[src/rtl/rotary_quad_decoder_if.sv]
// Encoder channel inputs and decoded step outputs of the rotary decoder.
interface rotary_quad_decoder_if;
    logic       rota;
    logic       rotb;
    logic       rot_event;
    logic       rot_dir;
    logic [7:0] step_count;
    logic       err;

    // Encoder side: drives the raw channels and observes the decoded outputs.
    modport master (
        output rota,
        output rotb,
        input  rot_event,
        input  rot_dir,
        input  step_count,
        input  err
    );

    // Decoder side.
    modport slave (
        input  rota,
        input  rotb,
        output rot_event,
        output rot_dir,
        output step_count,
        output err
    );
endinterface

[src/rtl/rotary_quad_decoder.sv]
// Rotary encoder front end: two-flop sync, per-channel debounce, full
// quadrature decode into single-cycle step events, direction and position.
//
// state    | meaning
// ---------+---------------------------------------------------------
// REST     | filtered pair at 11, no step in progress
// CW1      | 01 seen, clockwise step started
// CW2      | 00 seen on the clockwise path
// CW3      | 10 seen, clockwise step completes on return to 11
// CCW1     | 10 seen, counter-clockwise step started
// CCW2     | 00 seen on the counter-clockwise path
// CCW3     | 01 seen, counter-clockwise step completes on return to 11
// ABORT    | illegal double-bit change seen, waiting for 11
module rotary_quad_decoder #(
    parameter int DB_CYCLES = 16,
    parameter int DB_W      = 5
) (
    input  logic                 clk,
    input  logic                 rst,
    rotary_quad_decoder_if.slave bus
);

    localparam logic [DB_W-1:0] DB_LAST = DB_W'(DB_CYCLES - 1);

    localparam logic [2:0] ST_REST  = 3'd0;
    localparam logic [2:0] ST_CW1   = 3'd1;
    localparam logic [2:0] ST_CW2   = 3'd2;
    localparam logic [2:0] ST_CW3   = 3'd3;
    localparam logic [2:0] ST_CCW1  = 3'd4;
    localparam logic [2:0] ST_CCW2  = 3'd5;
    localparam logic [2:0] ST_CCW3  = 3'd6;
    localparam logic [2:0] ST_ABORT = 3'd7;

    logic [1:0]      sync_a;
    logic [1:0]      sync_b;
    logic [1:0]      synced;     // {A, B}
    logic [1:0]      filt;       // {A, B}
    logic [DB_W-1:0] db_cnt [2];

    logic [2:0] state;
    logic [2:0] state_nxt;
    logic       step_cw;
    logic       step_ccw;
    logic       illegal;

    assign synced = {sync_a[1], sync_b[1]};

    // Two-flop synchronisers; rest level is high so reset to 1.
    always_ff @(posedge clk or posedge rst) begin
        if (rst) begin
            sync_a <= 2'b11;
            sync_b <= 2'b11;
        end else begin
            sync_a <= {sync_a[0], bus.rota};
            sync_b <= {sync_b[0], bus.rotb};
        end
    end

    // Per-channel debounce: filtered value follows only after DB_CYCLES
    // consecutive cycles of disagreement.
    always_ff @(posedge clk or posedge rst) begin
        if (rst) begin
            filt      <= 2'b11;
            db_cnt[0] <= '0;
            db_cnt[1] <= '0;
        end else begin
            for (int i = 0; i < 2; i++) begin
                if (synced[i] == filt[i]) begin
                    db_cnt[i] <= '0;
                end else if (db_cnt[i] == DB_LAST) begin
                    filt[i]   <= synced[i];
                    db_cnt[i] <= '0;
                end else begin
                    db_cnt[i] <= db_cnt[i] + 1'b1;
                end
            end
        end
    end

    // Quadrature next-state: forward, backtrack, completion or illegal jump.
    always_comb begin
        state_nxt = state;
        step_cw   = 1'b0;
        step_ccw  = 1'b0;
        illegal   = 1'b0;
        case (state)
            ST_REST: begin
                case (filt)
                    2'b01:   state_nxt = ST_CW1;
                    2'b10:   state_nxt = ST_CCW1;
                    2'b00:   illegal   = 1'b1;
                    default: state_nxt = ST_REST;
                endcase
            end
            ST_CW1: begin
                case (filt)
                    2'b00:   state_nxt = ST_CW2;
                    2'b11:   state_nxt = ST_REST;
                    2'b10:   illegal   = 1'b1;
                    default: state_nxt = ST_CW1;
                endcase
            end
            ST_CW2: begin
                case (filt)
                    2'b10:   state_nxt = ST_CW3;
                    2'b01:   state_nxt = ST_CW1;
                    2'b11:   illegal   = 1'b1;
                    default: state_nxt = ST_CW2;
                endcase
            end
            ST_CW3: begin
                case (filt)
                    2'b11: begin
                        state_nxt = ST_REST;
                        step_cw   = 1'b1;
                    end
                    2'b00:   state_nxt = ST_CW2;
                    2'b01:   illegal   = 1'b1;
                    default: state_nxt = ST_CW3;
                endcase
            end
            ST_CCW1: begin
                case (filt)
                    2'b00:   state_nxt = ST_CCW2;
                    2'b11:   state_nxt = ST_REST;
                    2'b01:   illegal   = 1'b1;
                    default: state_nxt = ST_CCW1;
                endcase
            end
            ST_CCW2: begin
                case (filt)
                    2'b01:   state_nxt = ST_CCW3;
                    2'b10:   state_nxt = ST_CCW1;
                    2'b11:   illegal   = 1'b1;
                    default: state_nxt = ST_CCW2;
                endcase
            end
            ST_CCW3: begin
                case (filt)
                    2'b11: begin
                        state_nxt = ST_REST;
                        step_ccw  = 1'b1;
                    end
                    2'b00:   state_nxt = ST_CCW2;
                    2'b10:   illegal   = 1'b1;
                    default: state_nxt = ST_CCW3;
                endcase
            end
            default: begin
                if (filt == 2'b11) state_nxt = ST_REST;
            end
        endcase
        if (illegal) state_nxt = ST_ABORT;
    end

    // State register.
    always_ff @(posedge clk or posedge rst) begin
        if (rst) state <= ST_REST;
        else     state <= state_nxt;
    end

    // Registered outputs; event, direction and count move on the same edge.
    always_ff @(posedge clk or posedge rst) begin
        if (rst) begin
            bus.rot_event  <= 1'b0;
            bus.rot_dir    <= 1'b0;
            bus.step_count <= 8'h00;
            bus.err        <= 1'b0;
        end else begin
            bus.rot_event <= step_cw | step_ccw;
            if (step_cw) begin
                bus.rot_dir    <= 1'b1;
                bus.step_count <= bus.step_count + 8'd1;
            end else if (step_ccw) begin
                bus.rot_dir    <= 1'b0;
                bus.step_count <= bus.step_count - 8'd1;
            end
            if (illegal) bus.err <= 1'b1;
        end
    end

endmodule

[src/flat_wrapper.sv]
// flat-port wrapper written by rule: the top's interface ports become plain ports
module rotary_quad_decoder_flat 
#(
    parameter int DB_CYCLES = 16,
    parameter int DB_W      = 5
)
  (clk, rst, bus_rota, bus_rotb, bus_rot_event, bus_rot_dir, bus_step_count, bus_err);
  rotary_quad_decoder_if bus_i ();
  input  logic clk;
  input  logic rst;
  input wire logic [$bits(bus_i.rota)-1:0] bus_rota;
  input wire logic [$bits(bus_i.rotb)-1:0] bus_rotb;
  output wire logic [$bits(bus_i.rot_event)-1:0] bus_rot_event;
  output wire logic [$bits(bus_i.rot_dir)-1:0] bus_rot_dir;
  output wire logic [$bits(bus_i.step_count)-1:0] bus_step_count;
  output wire logic [$bits(bus_i.err)-1:0] bus_err;
  assign bus_i.rota = bus_rota;
  assign bus_i.rotb = bus_rotb;
  assign bus_rot_event = bus_i.rot_event;
  assign bus_rot_dir = bus_i.rot_dir;
  assign bus_step_count = bus_i.step_count;
  assign bus_err = bus_i.err;
  rotary_quad_decoder #(.DB_CYCLES(DB_CYCLES), .DB_W(DB_W)) u_core (.clk(clk), .rst(rst), .bus(bus_i));
endmodule
[config.mk]
export PLATFORM = sky130hd
export DESIGN_NAME = rotary_quad_decoder_flat
export DESIGN_NICKNAME = d
export VERILOG_FILES = /design/src/rtl/rotary_quad_decoder_if.sv /design/src/rtl/rotary_quad_decoder.sv /design/src/flat_wrapper.sv
export SDC_FILE = /design/constraint.sdc
export NUM_CORES = 1
export LEC_CHECK = 0
export CAP_MARGIN = 40
export CORE_AREA = 2 2 61 63
export DETAILED_ROUTE_END_ITERATION = 10
export DIE_AREA = 0 0 63 65
export HOLD_SLACK_MARGIN = 0.03
export PLACE_DENSITY = 0.71
export SYNTH_ARGS = -nofsm -noshare
export SYNTH_HDL_FRONTEND = slang
export SYNTH_SLANG_ARGS = --single-unit
[constraint.sdc]
create_clock -name clk -period 2.4 [get_ports clk]
set_clock_uncertainty 0.05 [all_clocks]
set_input_delay 0.48 -clock clk [delete_from_list [all_inputs] [get_ports clk]]
set_output_delay 0.48 -clock clk [all_outputs]
set_load 0.02 [all_outputs]
* Word level (Yosys, flattened, before mapping)
Index checks and enable logic that the tools add are counted.
Widths: inputs -> output; s select.
** Cells by class
- $add $sub $neg :: 4
- Equal/unequal tests :: 20
- Muxes and demuxes :: 25
- Bitwise operators :: 3
- Reduce and logical (&&, ||, !) cells :: 10
** Operator list (count)
- $pmux 3 s3 :: 7
- $ne 3x2->1 const B :: 7
- $pmux 3 s7 :: 1
- $mux 5 :: 4
- $mux 8 :: 2
- $add 5x1->5 const B :: 2
- $eq 5x4->1 const B :: 2
- $eq 3x3->1 const B :: 3
- $reduce_bool 9->1 :: 1
- $add 8x1->8 const B :: 1
- $mux 1 :: 8
- $reduce_and 8->1 :: 1
- $sub 8x1->8 const B :: 1
- $eq 3x2->1 const B :: 2
- $mux 3 :: 2
- $reduce_or 2->1 :: 3
- $eq 2x2->1 const B :: 2
- $pmux 1 s4 :: 1
- $reduce_and 2->1 :: 2
- $eq 3x1->1 const B :: 1
- $logic_not 3->1 :: 1
- $eq 1x1->1 :: 2
- $eq 2x1->1 const B :: 1
- $logic_not 2->1 :: 1
- 3 further kinds :: 4
** Word-level totals
- Bits in registers :: 30
- Bits of input ports :: 4
- Word-level logic and storage cells :: 73

* Depth between registers and ports, before layout
- Word-level depth :: 5
- Mapped depth :: 10

* Worst setup path after synthesis
No wires, ideal clock.
- Kind :: reg-to-reg
- Start point :: register u_core.filt[0]
- End point :: register u_core.bus.step_count[7]
- Setup time :: 0.079 ns
- Data arrival time :: 2.257 ns
- Setup slack :: 0.013 ns
- Stages on the path, launching flop included :: 9
- Period minus slack after synthesis :: 2.387 ns
- Cell sequence :: dfstp_2 > ha_1 > nand3_1 > ha_1 > a21oi_1 > a21oi_1 > and3b_1 > mux2i_1 > xor2_1
** Between the ends
- Longest elaborated chain between the ends :: 4
** Ends and longest elaborated chain
- start: declaration :: RTL line rotary_quad_decoder.sv:37 : logic [1:0] filt;
- start signal: indexed assignment :: RTL line rotary_quad_decoder.sv:71 : filt[i] <= synced[i];
- $eq 2x2->1 (*) :: RTL line rotary_quad_decoder.sv:112, rotary_quad_decoder.sv:139
- $mux 1 (*) :: RTL line rotary_quad_decoder.sv:112, rotary_quad_decoder.sv:139
- $mux 1 :: RTL line rotary_quad_decoder.sv:86 : case (state)
- $mux 8 / $reduce_bool 2->1 (equally long branches)
- end signal: assignment :: RTL line rotary_quad_decoder.sv:173 : bus.step_count <= bus.step_count + 8'd1;
- end signal: assignment :: RTL line rotary_quad_decoder.sv:176 : bus.step_count <= bus.step_count - 8'd1;
- end: declaration :: RTL line rotary_quad_decoder_if.sv:26 : output step_count,
Mark *: on every way between the ends. The rest lies on a longest branch, timed or not.
A chain may end at the register's enable or synchronous reset.

* Worst setup path in the final report
Same ends and word-level chain as after synthesis.

==> metrics.md <==
| Metric | Value |
|---|---|
| Clock buffer count from CTS | 5 |
| Gr busiest metal | met2 |
| Grt met1 use | 0.151 |
| Final worst path period share | 0.932 |
| Placed instance area | 1880 um^2 |
| CTS clk-pin slew, worst paths | approximately 0.09 ns |
| Initial Util | 0.472 |
| Core Rows | 22 |
| NetSw | 0.232 mW |
| DRT antenna net count | 0 |
| CP cell instances | ha_1 > nand3_4 > ha_1 > a21o_1 > nand3_1 > and3b_1 > mux2i_1 > xor2_1 |
| Max stage delay on crit path | 0.54 ns |
| Async S/R FF share, synth | 1.00 |
| Worst Path Class, Setup | reg2reg |
| DRC viols | 0 |
| Yosys reg bits | 30 |
| Root buf cell | clkbuf_4 |
| Warnings from Yosys | 0 |
| Data required, critical path | around 2.6 ns |
| Initial antenna violation count | 0 |
| Total GRT Usage | 0.154 |
| Port Buffers | 14 |
| Final Max Tran Viols | 0 |
| Top-area cell type share of the netlist area | 0.364 |
| Top-count cell post-synth | dfrtp_1 |
| Hpwl dp | between 2000 and 2500 um |
| Cell count after synthesis | 160 |
| HP Class | reg2reg |
| Cell Int Power | 0.770 mW |
| Largest net degree at the start of global routing | 31 |
| Vias per inst | 5.02 |
| Max clock buf depth | 2 |
| Final weighted congestion in routability-driven placement | 0.880 |
| I/O pin cnt | 15 |
| Arrival time worst endpoint | 2.43 ns |
| Met2 Resource Use GR | 0.290 |
| Hold_ws | 0.313 ns |
| Final Total Pwr | 1.00 mW |
| Die width | 63 um |
| Combinational power share | 0.097 |
| Syn_area_per_cell | 10.3 um^2 |
| Diode count | 0 |
| Area growth syn-to-layout | 20.1% |
| Achievable frequency | 447 MHz |
| Worst-Margin Slew | 0.625 ns |
| Synth area leaders | dfrtp_1 (36%), ha_1 (11%), dfstp_2 (9.6%), xor2_1 (4.8%), o21ai_0 (3.3%) |
| Pwr Density | 505 nW/um^2 |
| Placeable Area | 3500 um^2 |
| Slowest cell on the critical path | dfstp_2 |
| Maximum vdd drop | 0.331 mV |
| Status | complete, no violations |
| Family with the most delay on the worst path | adder cells |
| Register area share after synthesis | 0.459 |
| Fin. Hold Viols | 0 |
| Sw frac | 0.232 |
| Share of cells above drive strength 1 | 0.151 |
| First DRT Iteration DRCs | 35 |
| Cell taking the most area after synthesis | dfrtp_1 |
| Clock power frac | 0.366 |
| Most frequent CP cell | ha_1 |
| CTS sink cnt | 30 |
| GR Layer Usage met3 | 0.0486 |
| H-Tree Depth | 2 |
| First-pass detailed-route iteration total | 4 |
| Hold buffers post-CTS | 0 |
| Final instance area | about 2000 um^2 |
| Chip Height | around 65 um |
| Rel. slew slack | 0.582 |
| Crit end category | register |
| Total Wirelength | around 2800 um |
| Setup crit start kind | register |
| Via count | 1170 |
| NumNets Final | 204 |
| Post-Syn Area | 1650 um^2 |
| Final setup viols | 0 |
| WL per Instance | 11.9 um |
| Post-synth cell types | 36 |
| Total gr overflow | 0 |
| Vias in the first global route | ~1200 |
| Post-synth EDFFs | 0 |
| Die area | 4100 um^2 |
| CP Buf/Inv Count | 0 |
| Lkg Pwr | between 0.9 and 1 nW |
| Flop pwr share | 0.537 |
| Synth Flop Type | dfrtp_1 |
| First-pass GRT wire length | approximately 4800 um |
| CTS tree | done |
| Most common library cells after synthesis | dfrtp_1 (24), ha_1 (15), nand2_1 (14) |
| Net Count, Synth | between 150 and 200 |
| Fin crit period | 2.24 ns |
| Number of max-cap violations | 0 |
| Crit path max fanout | 9 |
| Clk_lat worst skew | roughly 0.32 ns |
==> metrics by stage <==
step,utilization,setup slack [ns],setup TNS [ns],instances
5_1_grt,0.567,-0.0129,-0.0129,233
3_3_place_gp,0.537,0.0519,0,225
3_5_place_dp,0.537,-0.0171,-0.0195,225
4_1_cts,0.561,0.0949,0,233
2_1_floorplan,-,0.0133,0,160
6_report,0.567,0.163,0,233
==> flip-flops by register name (all words and copies together) (netlist names) <==
signal and count:
u_core.db_cnt 10, u_core.bus.step_count 8, u_core.state 3, u_core.filt 2, u_core.sync_a 2, u_core.sync_b 2
u_core.bus.err 1, u_core.bus.rot_dir 1, u_core.bus.rot_event 1
==> cells in the final DEF, fill, tap and decap left out, types with 2 or more instances in the layout <==
master and instances:
dfrtp_1 24, nand2_1 14, ha_1 14, clkdlybuf4s50_1 14, nor2_1 13, inv_1 10, o21ai_0 10, a21oi_1 9
nand3_1 9, xor2_1 9, buf_4 7, dfstp_2 6, mux2i_1 5, clkbuf_4 5, nor3b_1 3, clkbuf_8 3
or2b_1 2, o211ai_2 2, xnor2_1 2, and2_1 2, and3_1 2, a31oi_1 2
==> worst reg2reg max path, cell delays in order, from the launching register on <==
cell and delay [ns]:
dfstp_2 0.54, ha_1 0.20, nand3_4 0.15, ha_1 0.37, a21o_1 0.22, nand3_1 0.07, and3b_1 0.17, mux2i_1 0.23
xor2_1 0.17
==> layout make-up <==
class                   count  area, um^2
fillers                   311        1510
multi-input cells         116         855
flip-flops and latches     30         758
repair buffers             21         193
clock buffers               8        78.8
well taps                  48        60.1
inverters                  10        37.5
==> metal layers <==
layer / wire length [um] / up-vias
li1: - / 594
met1: 1180 / 555
met2: 1430 / 17
met3: 103 / 4
met4: 45 / 0
met5: 0 / -
==> power groups by stage <==
stage / sequential, mW / clock [mW] / combinational, mW
after floorplan: 0.546 / 0 / 0.0722
after global placement: 0.545 / 0 / 0.0964
after detailed placement: 0.546 / 0 / 0.0985
after CTS: 0.537 / 0.382 / 0.0990
after global routing: 0.540 / 0.405 / 0.111
final: 0.538 / 0.366 / 0.0974
==> logic make-up after synthesis <==
family,Yosys count,synth area share
AOI/OAI and AO/OA,30,0.116
xor gates and xnor gates,11,0.0584
adders and majority gates,16,0.126
buffers and inverters,14,0.0379
DFF,30,0.459
muxes,6,0.0440
and+or+nand+nor,53,0.158
==> path summary, 6_finish.rpt <==
kind,cells after the start,slack (ns),from,endpoint
worst max-delay path,8,0.16,u_core.filt[0]$_DFFE_PP1P_,u_core.bus.step_count[7]$_DFFE_PP0P_
worst min-delay path,0,0.31,u_core.sync_a[0]$_DFF_PP1_,u_core.sync_a[1]$_DFF_PP1_
worst max register to register,8,0.16,u_core.filt[0]$_DFFE_PP1P_,u_core.bus.step_count[7]$_DFFE_PP0P_
worst min register to register,0,0.31,u_core.sync_a[0]$_DFF_PP1_,u_core.sync_a[1]$_DFF_PP1_
max in group asynchronous,3,1.51,rst,u_core.sync_b[1]$_DFF_PP1_
min in group asynchronous,3,0.47,rst,u_core.bus.step_count[0]$_DFFE_PP0P_
==> what timing repair did <==
| action | 4_1_cts | 5_1_grt |
|---|---|---|
| setup buffers | 0 | 0 |
| endpoints found under the setup margin | 2 | 3 |
| resized for setup | 1 | 3 |
Note: power is estimated with default switching activity, not from simulation.
